### src/rtl/stepper_pkg.sv
// Shared types and defaults for the stepper command path: FSM states,
// direction encoding and the default parameter values.
package stepper_pkg;

  typedef enum logic [1:0] {
    IDLE   = 2'd0,
    SETTLE = 2'd1,
    ISSUE  = 2'd2
  } state_e;

  localparam logic DIR_CW  = 1'b1;
  localparam logic DIR_CCW = 1'b0;

  localparam int DEF_CNT_W            = 8;
  localparam int DEF_MAX_PENDING      = 100;
  localparam int DEF_DIR_SETUP_CYCLES = 50;

  // Direction implied by a nonzero signed count, taken from its sign bit.
  function automatic logic sign_dir(input logic msb);
    return msb ? DIR_CCW : DIR_CW;
  endfunction

endpackage

### src/rtl/settle_timer.sv
// Down-counter that times the DIR setup interval after a direction reversal.
// A load restarts the interval; done is high once the count reaches zero.
module settle_timer
  import stepper_pkg::*;
#(
  parameter int CYCLES = DEF_DIR_SETUP_CYCLES
) (
  input  logic clk,
  input  logic reset,
  input  logic load_i,
  input  logic dec_i,
  output logic done_o
);

  localparam int TW = $clog2(CYCLES + 1);
  localparam logic [TW-1:0] LOAD_VAL = TW'(CYCLES - 1);

  logic [TW-1:0] count_q, count_d;

  always_comb begin
    count_d = count_q;
    if (load_i) begin
      count_d = LOAD_VAL;
    end else if (dec_i && (count_q != '0)) begin
      count_d = count_q - TW'(1);
    end
  end

  always_ff @(posedge clk or posedge reset) begin
    if (reset) begin
      count_q <= '0;
    end else begin
      count_q <= count_d;
    end
  end

  assign done_o = (count_q == '0);

endmodule

### src/rtl/step_cmd_queue.sv
// Accumulates cw/ccw step requests into a signed saturating pending count and
// meters them out over a valid/ready interface, with DIR setup on reversals.
module step_cmd_queue
  import stepper_pkg::*;
#(
  parameter int CNT_W            = DEF_CNT_W,
  parameter int MAX_PENDING      = DEF_MAX_PENDING,
  parameter int DIR_SETUP_CYCLES = DEF_DIR_SETUP_CYCLES
) (
  input  logic                    clk,
  input  logic                    reset,
  input  logic                    cw_in,
  input  logic                    ccw_in,
  input  logic                    clear,
  input  logic                    cmd_ready,
  output logic                    cmd_valid,
  output logic                    cmd_dir,
  output logic signed [CNT_W-1:0] pending,
  output logic                    overflow,
  output logic                    busy
);

  localparam int EW = CNT_W + 2;
  localparam logic signed [EW-1:0]    ONE_W = EW'(1);
  localparam logic signed [EW-1:0]    MAX_W = EW'(MAX_PENDING);
  localparam logic signed [CNT_W-1:0] MAX_P = CNT_W'(MAX_PENDING);

  state_e state_q, state_d;
  logic signed [CNT_W-1:0] pending_q, pending_d;
  logic cmd_dir_q, cmd_dir_d;
  logic last_dir_q, last_dir_d;
  logic overflow_q, overflow_d;

  logic commit;
  logic tmr_load, tmr_dec, tmr_done;
  logic pend_nz, pend_dir;

  logic signed [EW-1:0] in_delta, com_delta, sum_w;

  assign pend_nz  = (pending_q != '0);
  assign pend_dir = sign_dir(pending_q[CNT_W-1]);

  settle_timer #(
    .CYCLES(DIR_SETUP_CYCLES)
  ) u_settle_timer (
    .clk   (clk),
    .reset (reset),
    .load_i(tmr_load),
    .dec_i (tmr_dec),
    .done_o(tmr_done)
  );

  // A commit is only ever raised when pend_dir matches the direction being
  // driven, so the committed step always moves pending toward zero.
  always_comb begin
    state_d    = state_q;
    cmd_dir_d  = cmd_dir_q;
    last_dir_d = last_dir_q;
    commit     = 1'b0;
    tmr_load   = 1'b0;
    tmr_dec    = 1'b0;

    unique case (state_q)
      IDLE: begin
        if (pend_nz) begin
          if (pend_dir == last_dir_q) begin
            state_d = ISSUE;
            commit  = 1'b1;
          end else begin
            state_d    = SETTLE;
            cmd_dir_d  = pend_dir;
            last_dir_d = pend_dir;
            tmr_load   = 1'b1;
          end
        end
      end

      SETTLE: begin
        if (pend_nz && (pend_dir != last_dir_q)) begin
          cmd_dir_d  = pend_dir;
          last_dir_d = pend_dir;
          tmr_load   = 1'b1;
        end else if (tmr_done) begin
          if (pend_nz) begin
            state_d = ISSUE;
            commit  = 1'b1;
          end else begin
            state_d = IDLE;
          end
        end else begin
          tmr_dec = 1'b1;
        end
      end

      ISSUE: begin
        if (cmd_ready) begin
          if (pend_nz && (pend_dir == cmd_dir_q)) begin
            commit = 1'b1;
          end else begin
            state_d = IDLE;
          end
        end
      end

      default: state_d = IDLE;
    endcase
  end

  // Counter datapath: inputs and the commit are summed in a wider signed
  // word so the clamp sees the true result before it is truncated.
  always_comb begin
    in_delta = '0;
    if (cw_in && !ccw_in) begin
      in_delta = ONE_W;
    end else if (!cw_in && ccw_in) begin
      in_delta = -ONE_W;
    end

    com_delta = '0;
    if (commit) begin
      com_delta = (pend_dir == DIR_CW) ? ONE_W : -ONE_W;
    end

    sum_w      = $signed({{2{pending_q[CNT_W-1]}}, pending_q}) + in_delta - com_delta;
    pending_d  = sum_w[CNT_W-1:0];
    overflow_d = overflow_q;

    if (clear) begin
      pending_d  = '0;
      overflow_d = 1'b0;
    end else if (sum_w > MAX_W) begin
      pending_d  = MAX_P;
      overflow_d = 1'b1;
    end else if (sum_w < -MAX_W) begin
      pending_d  = -MAX_P;
      overflow_d = 1'b1;
    end
  end

  always_ff @(posedge clk or posedge reset) begin
    if (reset) begin
      state_q    <= IDLE;
      pending_q  <= '0;
      cmd_dir_q  <= DIR_CW;
      last_dir_q <= DIR_CW;
      overflow_q <= 1'b0;
    end else begin
      state_q    <= state_d;
      pending_q  <= pending_d;
      cmd_dir_q  <= cmd_dir_d;
      last_dir_q <= last_dir_d;
      overflow_q <= overflow_d;
    end
  end

  assign cmd_valid = (state_q == ISSUE);
  assign cmd_dir   = cmd_dir_q;
  assign pending   = pending_q;
  assign overflow  = overflow_q;
  assign busy      = (state_q != IDLE) || pend_nz;

  // An offered command must stay offered, with a steady direction, until taken.
  a_valid_hold: assert property (@(posedge clk) disable iff (reset)
    (cmd_valid && !cmd_ready) |=> (cmd_valid && $stable(cmd_dir)));

endmodule

### config.mk
export PLATFORM = sky130hd
export DESIGN_NAME = step_cmd_queue
export DESIGN_NICKNAME = d
export VERILOG_FILES = /design/src/rtl/stepper_pkg.sv /design/src/rtl/settle_timer.sv /design/src/rtl/step_cmd_queue.sv
export SDC_FILE = /design/constraint.sdc
export NUM_CORES = 1
export LEC_CHECK = 0
export BUFFER_PORTS_ARGS = -buffer_cell sky130_fd_sc_hd__buf_2
export CORE_AREA = 2 2 66 55
export CTS_CLUSTER_DIAMETER = 50
export CTS_CLUSTER_SIZE = 8
export DETAILED_ROUTE_END_ITERATION = 16
export DIE_AREA = 0 0 68 57
export GPL_TIMING_DRIVEN = 0
export PLACE_DENSITY = 0.8
export SLEW_MARGIN = 25
export SYNTH_ARGS = -nofsm -noshare
export SYNTH_HDL_FRONTEND = slang
export SYNTH_SLANG_ARGS = --single-unit
### constraint.sdc
create_clock -name clk -period 6.2 [get_ports clk]
set_input_delay 0.62 -clock clk [delete_from_list [all_inputs] [get_ports clk]]
set_output_delay 0.62 -clock clk [all_outputs]
set_load 0.05 [all_outputs]
==> results.md, run 1 <==
- Final-report setup violation count: 0
- Async S/R FF share, synth: 1.00
- Worst Path Buf+Inv: 2
- Initial antenna violation count: 0
- Cell area after synthesis: 1560 µm²
- Instance count on the critical path: 16
- Worst hold path class: in2async
- Syn_nets: 204
- Unrepaired setup endpoints after global routing: false
- Min cycle time layout: 4.62 ns
- Crit-path max FO: 6
- Crit end category: flop
- Post-CTS Resized: 0
- Reg2reg start: u_settle_timer.count_q[2]$_DFFE_PP0P_
- Area delta synth->final: 12.0%
- Slew HR: 0.564
- Setup TNS: 0 ns
- CTS H-tree lvls: 1
- Share of cells above drive strength 1: 0.142
- Post-synthesis average cell area: 8.80 µm²
- Max_cap viols: 0
- Starting Density: 0.475
- RR Endpoint: pending[0]$_DFF_PP0_
- Die height: about 57 µm
- R2R setup slack: 1.58 ns
- Worst setup endpoint: pending[0]$_DFF_PP0_
- Worst setup path start: u_settle_timer.count_q[2]$_DFFE_PP0P_
- Initial DRT Pass Iterations: 4
- Largest net degree at the start of global routing: 19
- CP required: 6.32 ns
- CTS sink count: 18
- Max Transition Viols Final: 0
- # nets final: about 230
- Die Area: 3880 µm²
- Via count: 1272
- Delay-heaviest family, CP: simple AND/OR/NAND/NOR gates
- Cell count after synthesis: 177
- Synth top area share: 0.273
- Total wire length: 3100 µm
- Sequential fraction of the synthesis area: 0.290
- Final Hold Fails: 0
- Post-CTS setup buffer count: 0
- Routed vias/inst: 5.32
- Placed cell count: between 200 and 250
- First-pass GRT wire length: around 5500 µm
- # DRC: 0
- Antenna Nets Post-Route: 0
- Post-Layout Cell Count: between 200 and 250
- Clock-pin slew on the worst setup and hold paths: 0.07 ns
- Post-DP HPWL: 2440 µm
- M1 WL: 1560 µm
- Top cells by area, synth: dfrtp_1 27%, ha_1 11%, fa_1 9.0%
- Post-synth cell types: between 40 and 50
- Final core occ: 0.532
- Worst slew pin tran: 0.654 ns
- Met2 wire len: 1380 µm
- Highest Signal Layer: met4
- CP peak stage delay: 0.48 ns
- Antenna cells: 0
- Count leader, synth: inv_1
- GRT Total Usage: 0.183
- Clk root buf: clkbuf_8
- GPL Wtd Cong: 0.895
- Hold_buf cts: 0
- Hold Slack: about 0.44 ns
- PortBufs: 16
- CTS max path bufs: 2
- Synth Warn #: 0
- Fmax achieved: 216 MHz
- Grt ovf: 0
- Drt initial violations: 45
- Row Count: 19
- Met3 WL: roughly 130 µm
- Slowest CP cell: or3b_2
- Core region area: 3280 µm²
- Reg2Reg Depth: 16
- Synth cell count leaders: 27 x inv_1, 17 x dfrtp_1, 14 x ha_1
- Wire per inst: 13.0 µm
- Setup Skew: 0.00389 ns
- CTS tree: done
- Synthesized flop and latch total: 18
- Crit path DAT: 4.75 ns
- Number of global-route vias before repair: 1212
- CP Launch Type: flop
- Most used DFF post-synth: dfrtp_1
- Worst skew pair latency: roughly 0.26 ns
- Run status: finished clean
- Crit Path Class: reg2reg
- Fin crit share: 0.746
- Ports: 18
- CTS Buf Count: 3
- Die width: roughly 68 µm
- Cell taking the most area after synthesis: dfrtp_1
- Worst path cell trace: nor3_1 -> nand3b_1 -> or2_2 -> a21o_1 -> or3b_2 -> inv_1 -> fa_1 -> inv_1 -> ha_1 -> a21o_1 -> a21oi_1 -> nand2_1 -> xor2_1 -> o311ai_0 -> a32oi_1 -> nor3b_1
- Post-synth EDFFs: 0
state kept, by name, indices dropped and copies added, names as in the netlist:
signal / cells
state_q: 2
pending: 8
last_dir_q: 1
overflow: 1
u_settle_timer.count_q: 6
cell type report:
class,count,area (µm²)
multi-input cells,128,990
plain buffers,3,11.3
repair buffers,16,80.1
clock buffers,4,55.1
well taps,42,52.6
flip-flops and latches,18,452
inverters,28,105
fillers,311,1540
worst min-delay path by stage:
| stage | start | to | slack [ns] | cells past startpoint |
|---|---|---|---|---|
| 2_1_floorplan | u_settle_timer.count_q[5]$_DFFE_PP0P_ | u_settle_timer.count_q[5]$_DFFE_PP0P_ | 0.47 | 2 |
| 3_3_place_gp | overflow$_DFFE_PP0P_ | overflow$_DFFE_PP0P_ | 0.48 | 1 |
| 3_5_place_dp | overflow$_DFFE_PP0P_ | overflow$_DFFE_PP0P_ | 0.49 | 1 |
| 4_1_cts | reset | u_settle_timer.count_q[1]$_DFFE_PP0P_ | 0.47 | 2 |
| 5_1_grt | reset | u_settle_timer.count_q[2]$_DFFE_PP0P_ | 0.53 | 2 |
| 6_report | reset | overflow$_DFFE_PP0P_ | 0.44 | 2 |
cells in the final DEF, fill, tap and decap left out, types with 2 or more instances in the layout:
cell type	count
nor3_1	9
ha_1	14
nor2_1	8
nand3_1	4
inv_1	27
clkbuf_8	4
a21o_1	4
dfrtp_1	17
buf_2	16
or2_2	3
nor2b_1	4
xor2_1	7
xnor2_1	5
nor4_1	2
o21ai_0	7
clkbuf_1	2
mux2i_1	2
or3_1	2
a21oi_1	10
nand3b_1	4
nand2_1	11
o21a_1	3
fa_1	7
per-layer routing:
layer / vias up / track usage
met5: - / 0
met4: 0 / 0.0371
met3: 5 / 0.0296
li1: 641 / -
met2: 32 / 0.277
met1: 594 / 0.278
logic make-up (layout without fill, tap and decap cells):
logic type,Yosys count,after routing,share of synthesized area
buf+inv,31,51,0.0747
mux,2,2,0.0129
flops,18,18,0.290
fa+ha+maj,21,21,0.202
simple gates,55,55,0.188
xor+xnor,12,12,0.0675
compound gates,38,38,0.165
per-stage QoR:
step / setup WS (ns) / instance area, µm²
3_5_place_dp: 1.67 / 1690
5_1_grt: 1.20 / 1750
3_3_place_gp: 1.66 / 1690
2_1_floorplan: 2.11 / 1560
6_report: 1.58 / 1750
4_1_cts: 1.63 / 1750
worst register-to-register path: cells and delay by family, from the launching register on:
kind                     cells  cell delay, ns
AND/OR/NAND/NOR              6            1.44
AO/OA/AOI/OAI                5            1.27
adder cells (fa/ha/maj)      2            0.77
flip-flops                   1            0.42
XOR/XNOR                     1            0.31
buffers and inverters        2            0.30
Power of run 1 is not shown: default switching activity piles up to over one toggle a cycle in this logic, so the estimate is an artifact.
==> run 2, diff against run 1 <==
==> constraint.sdc (replaced) <==
create_clock -name clk -period 4.6 [get_ports clk]
set_input_delay 0.46 -clock clk [delete_from_list [all_inputs] [get_ports clk]]
set_output_delay 0.46 -clock clk [all_outputs]
set_load 0.05 [all_outputs]
==> results.md, run 2 (synthesized netlist as in run 1, its figures left out) <==
- Die width: 68 µm (unchanged)
- Final-report setup violation count: 0 (unchanged)
- Reg2Reg Depth: 16 (unchanged)
- Worst slack, placed: 0.0681 ns (-1.60 ns)
- Fin crit share: 0.951 (+0.205)
- Min cycle time layout: 4.37 ns (-0.249 ns)
- First-pass GRT wire length: 5490 µm (unchanged)
- Worst skew pair latency: 0.25 ns (about the same)
- Routed vias/inst: 5.37 (+0.84%)
- Drt initial violations: 45 (unchanged)
- Worst setup path start: u_settle_timer.count_q[2]$_DFFE_PP0P_
- Core region area: 3280 µm² (unchanged)
- Max Transition Viols Final: 0 (unchanged)
- CTS tree: done
- Worst setup endpoint: pending[0]$_DFF_PP0_
- Crit path DAT: 4.50 ns (-0.25 ns)
- Grt ovf: 0 (unchanged)
- Wire per inst: 13.5 µm (+4.1%)
- Commonest non-fill, non-tap cells in the layout: 26 x inv_1, 17 x dfrtp_1, 16 x buf_2
- Setup Skew: 0.00247 ns (-0.00142 ns)
- Share of cells above drive strength 1: 0.202 (+0.0599)
- Largest net degree at the start of global routing: 19 (unchanged)
- Antenna cells: 0 (unchanged)
- CTS Buf Count: 3 (unchanged)
- Ports: 18 (unchanged)
- Filler cells: 303 (-2.6%)
- Clk root buf: clkbuf_8
- Area delta synth->final: 16.6%
- Final setup margin: 0.225 ns (-1.35 ns)
- Slew HR: 0.565 (+0.000708)
- GRT Total Usage: 0.183 (unchanged)
- Initial antenna violation count: 0 (unchanged)
- Worst slew pin tran: 0.653 ns (-0.00106 ns)
- Register area: 452 µm² (unchanged)
- PortBufs: 16 (unchanged)
- Starting Density: 0.475 (unchanged)
- CTS sink count: 18 (unchanged)
- Number of global-route vias before repair: 1212 (unchanged)
- # nets final: 226 (+0.44%)
- Row Count: 19 (unchanged)
- CP Launch Type: flop
- Final Hold Fails: 0 (unchanged)
- Reg2reg start: u_settle_timer.count_q[2]$_DFFE_PP0P_
- Antenna Nets Post-Route: 0 (unchanged)
- CTS H-tree lvls: 1 (unchanged)
- # DRC: 0 (unchanged)
- GPL Wtd Cong: 0.895 (unchanged)
- Via count: 1288 (+1.3%)
- Hold_buf cts: 0 (unchanged)
- Clock-pin slew on the worst setup and hold paths: 0.07 ns (about the same)
- CTS max path bufs: 2 (unchanged)
- Crit end category: flop
- CP required: 4.72 ns (-1.60 ns)
- Fmax achieved: 229 MHz (+5.7%)
- Total wire length: 3250 µm (+4.5%)
- RR Endpoint: pending[0]$_DFF_PP0_
- Die Area: 3880 µm² (unchanged)
- Crit-path max FO: 6 (unchanged)
- Worst hold path class: in2async
- Crit Path Class: reg2reg
- Multi-input logic area: 1050 µm² (+6.1%)
- Initial DRT Pass Iterations: 4 (unchanged)
- Run status: finished clean
- R2R setup slack: 0.23 ns (-1.35 ns)
- Max reg flops: 8 (unchanged)
- Commonest non-fill, non-tap cell in the layout: inv_1
- Post-DP HPWL: 2440 µm (unchanged)
- Max_cap viols: 0 (unchanged)
- Die height: 57 µm (unchanged)
-- run 2: worst min-delay path by stage --
stage                                            end  cells after the start
5_1_grt        u_settle_timer.count_q[2]$_DFFE_PP0P_                      2
3_5_place_dp                    overflow$_DFFE_PP0P_                      1
6_report                        overflow$_DFFE_PP0P_                      2
4_1_cts        u_settle_timer.count_q[1]$_DFFE_PP0P_                      2
2_1_floorplan                   overflow$_DFFE_PP0P_                      1
3_3_place_gp                    overflow$_DFFE_PP0P_                      1
-- run 2: what timing repair did --
action | in CTS | in global routing
setup endpoints to repair | 0 | 7
resized for setup | 0 | 13
setup buffers | 0 | 1
-- run 2: through the flow --
stage | std cells | area, µm² | utilization | hold slack, ns | TNS [ns]
after floorplan | 177 | 1560 | - | 0.398 | 0
after global placement | 235 | 1690 | 0.515 | 0.481 | 0
after detailed placement | 235 | 1690 | 0.515 | 0.492 | 0
after CTS | 239 | 1750 | 0.532 | 0.308 | 0
after global routing | 240 | 1820 | 0.554 | 0.368 | -0.00352
final | 240 | 1820 | 0.554 | 0.283 | 0
-- run 2: routing by layer --
metal | vias up | global-route usage | part of all wire
met5 | - | 0 | 0
met2 | 18 | 0.277 | 0.47
met1 | 622 | 0.278 | 0.49
li1 | 643 | - | -
met3 | 5 | 0.0296 | 0.026
met4 | 0 | 0.0371 | 0.0083
-- run 2: final cells by class --
class                   instances  share of cell area
plain buffers                   3             0.00620
clock buffers                   4              0.0303
flip-flops and latches         18               0.249
multi-input cells             128               0.578
inverters                      28              0.0599
well taps                      42              0.0289
repair buffers                 17              0.0482
-- run 2: worst max-delay path, stage by stage (launching register included) --
cell	delay, ns
dfrtp_1	0.43
nor3_2	0.24
nand3b_1	0.14
or2_2	0.31
a21o_1	0.20
or3b_2	0.50
clkinvlp_4	0.14
fa_1	0.42
inv_1	0.07
ha_1	0.31
a21o_1	0.21
a21oi_2	0.20
nand2_1	0.11
xor2_2	0.19
or3_1	0.40
a32oi_2	0.28
nor3b_1	0.08
Power of run 2 is left out for the same reason.
==> run 3, diff against run 2 <==
--- a/config.mk
+++ b/config.mk
@@ -5,14 +5,14 @@
 export SDC_FILE = /design/constraint.sdc
 export NUM_CORES = 1
 export LEC_CHECK = 0
-export BUFFER_PORTS_ARGS = -buffer_cell sky130_fd_sc_hd__buf_2
 export CORE_AREA = 2 2 66 55
 export CTS_CLUSTER_DIAMETER = 50
 export CTS_CLUSTER_SIZE = 8
 export DETAILED_ROUTE_END_ITERATION = 16
 export DIE_AREA = 0 0 68 57
+export DONT_BUFFER_PORTS = 1
 export GPL_TIMING_DRIVEN = 0
-export PLACE_DENSITY = 0.8
+export PLACE_DENSITY = 0.76
 export SLEW_MARGIN = 25
 export SYNTH_ARGS = -nofsm -noshare
 export SYNTH_HDL_FRONTEND = slang
==> constraint.sdc (replaced) <==
create_clock -name clk -period 4.6 [get_ports clk]
set_input_delay 0.23 -clock clk [delete_from_list [all_inputs] [get_ports clk]]
set_output_delay 0.23 -clock clk [all_outputs]
set_load 0.05 [all_outputs]
==> results.md, run 3 (synthesized netlist as in run 1, its figures left out) <==
- Run status: finished clean
- Ports: 18 (unchanged)
- First-pass GRT wire length: 5200 µm (-5.3%)
- CTS max path bufs: 2 (unchanged)
- Worst skew pair latency: 0.26 ns (about the same)
- Multi-input logic area: 1020 µm² (-2.6%)
- RR Endpoint: overflow$_DFFE_PP0P_
- Grt ovf: 0 (unchanged)
- GRT Total Usage: 0.176 (-0.00737)
- # nets final: 212 (-6.2%)
- Max Transition Viols Final: 0 (unchanged)
- Min cycle time layout: 4.37 ns (-0.00140 ns)
- Drt initial violations: 95 (+110%)
- Final core occ: 0.526 (-0.0275)
- Largest net degree at the start of global routing: 19 (unchanged)
- Core region area: 3280 µm² (unchanged)
- CP Launch Type: flop
- Number of global-route vias before repair: 1157 (-4.5%)
- Die Area: 3880 µm² (unchanged)
- Total wire length: 3150 µm (-3.0%)
- Commonest non-fill, non-tap cells in the layout: 26 x inv_1, 17 x dfrtp_1, 14 x ha_1
- R2R setup slack: 0.23 ns (about the same)
- Share of cells above drive strength 1: 0.114 (-0.0879)
- Slew HR: 0.384 (-0.181)
- Max reg flops: 8 (unchanged)
- Filler cells: 297 (-2.0%)
- Max_cap viols: 0 (unchanged)
- Fin crit share: 0.951 (about the same)
- Area delta synth->final: 10.8%
- Starting Density: 0.475 (unchanged)
- Hold Crit Start: cmd_ready
- Setup TNS: 0 ns (unchanged)
- Initial antenna violation count: 0 (unchanged)
- Worst Hold End: state_q[1]$_DFFE_PP0P_
- Hold Slack: 0.270 ns (-0.0129 ns)
- Worst slew pin tran: 0.923 ns (+0.270 ns)
- Via count: 1218 (-5.4%)
- Crit path DAT: 4.57 ns (+0.07 ns)
- Final Hold Fails: 0 (unchanged)
- Worst hold path class: in2reg
- Setup Skew: 0.00495 ns (+0.00248 ns)
- Clock-pin slew on the worst setup and hold paths: 0.07 ns (about the same)
- Reg2Reg Depth: 16 (unchanged)
- Crit-path max FO: 5 (-1)
- Die width: 68 µm (unchanged)
- CP required: 4.80 ns (+0.08 ns)
- CTS sink count: 18 (unchanged)
- Post-route cell area: 1730 µm² (-5.0%)
- Commonest non-fill, non-tap cell in the layout: inv_1
- Die height: 57 µm (unchanged)
- Antenna cells: 0 (unchanged)
- Post-DP HPWL: 2520 µm (+3.2%)
- PortBufs: 0 (-16)
- DP Area: 1610 µm² (-4.7%)
- Routed vias/inst: 5.39 (+0.42%)
- CTS tree: done
- Crit Path Class: reg2reg
- Initial DRT Pass Iterations: 4 (unchanged)
- WHS Path Cells: 3
- Final-report setup violation count: 0 (unchanged)
- Clk root buf: clkbuf_8
- Crit end category: flop
- Antenna Nets Post-Route: 0 (unchanged)
- CTS H-tree lvls: 1 (unchanged)
- GPL Wtd Cong: 0.799 (-11%)
- # DRC: 0 (unchanged)
- Register area: 452 µm² (unchanged)
- Reg2reg start: u_settle_timer.count_q[2]$_DFFE_PP0P_
- CTS Buf Count: 3 (unchanged)
- Wire per inst: 13.9 µm (+3.0%)
- Fmax achieved: 229 MHz (about the same)
- Row Count: 19 (unchanged)
## run 3: cell types whose count changed in the layout (fill, tap and decap cells not counted), sizes merged
| cell | before | now |
|---|---|---|
| dlygate4sd3 | 0 | 1 |
| buf | 18 | 3 |
## run 3: how the worst max path moves through the flow
stage	startpoint	endpoint	slack, ns	cells past startpoint
6_report	u_settle_timer.count_q[2]$_DFFE_PP0P_	overflow$_DFFE_PP0P_	0.23	16
5_1_grt	u_settle_timer.count_q[2]$_DFFE_PP0P_	pending[1]$_DFF_PP0_	-0.005	16
4_1_cts	u_settle_timer.count_q[2]$_DFFE_PP0P_	overflow$_DFFE_PP0P_	0.02	15
3_5_place_dp	u_settle_timer.count_q[2]$_DFFE_PP0P_	pending[1]$_DFF_PP0_	-0.03	16
3_3_place_gp	u_settle_timer.count_q[2]$_DFFE_PP0P_	pending[0]$_DFF_PP0_	0.04	16
2_1_floorplan	u_settle_timer.count_q[2]$_DFFE_PP0P_	pending[0]$_DFF_PP0_	0.51	16
## run 3: routing by layer
metal | vias to the layer above | GRT usage | routed length, µm
met2 | 34 | 0.265 | 1400
met3 | 2 | 0.0296 | 170
met4 | 0 | 0.0486 | 21
li1 | 614 | - | -
met1 | 568 | 0.260 | 1560
met5 | - | 0 | 0
## run 3: critical path, cell delays in order (launching register included)
cell and delay (ns):
dfrtp_1 0.42, nor3_2 0.24, nand3b_1 0.13, or2_2 0.30
a21o_1 0.21, or3b_2 0.51, fa_1 0.53, inv_1 0.08
fa_1 0.46, nor2b_2 0.17, o2111ai_2 0.16, nand2_1 0.15
xor2_2 0.10, or3_1 0.38, a32oi_1 0.20, buf_4 0.15
o21ba_1 0.11
## run 3: repair_timing
item / 4_1_cts / 5_1_grt
setup buffers: 0 / 2
gates resized for setup: 1 / 7
endpoints found under the setup margin: 3 / 5
hold endpoints to repair: 17 / 0
pin swaps: 0 / 1
hold buffers: 1 / 0
## run 3: layout make-up
class,count,area share
Clock buffer,4,0.0319
Sequential cell,18,0.262
Inverter,28,0.0630
Multi-Input combinational cell,128,0.592
Buffer,3,0.00652
Timing Repair Buffer,3,0.0145
Tap cell,42,0.0304
## run 3: stage by stage
step                      instances  worst slack, ns
after floorplan                 177            0.512
after global placement          219           0.0383
after detailed placement        219          -0.0268
after CTS                       224           0.0167
after global routing            226         -0.00541
final                           226            0.227
Power of run 3 is left out for the same reason.
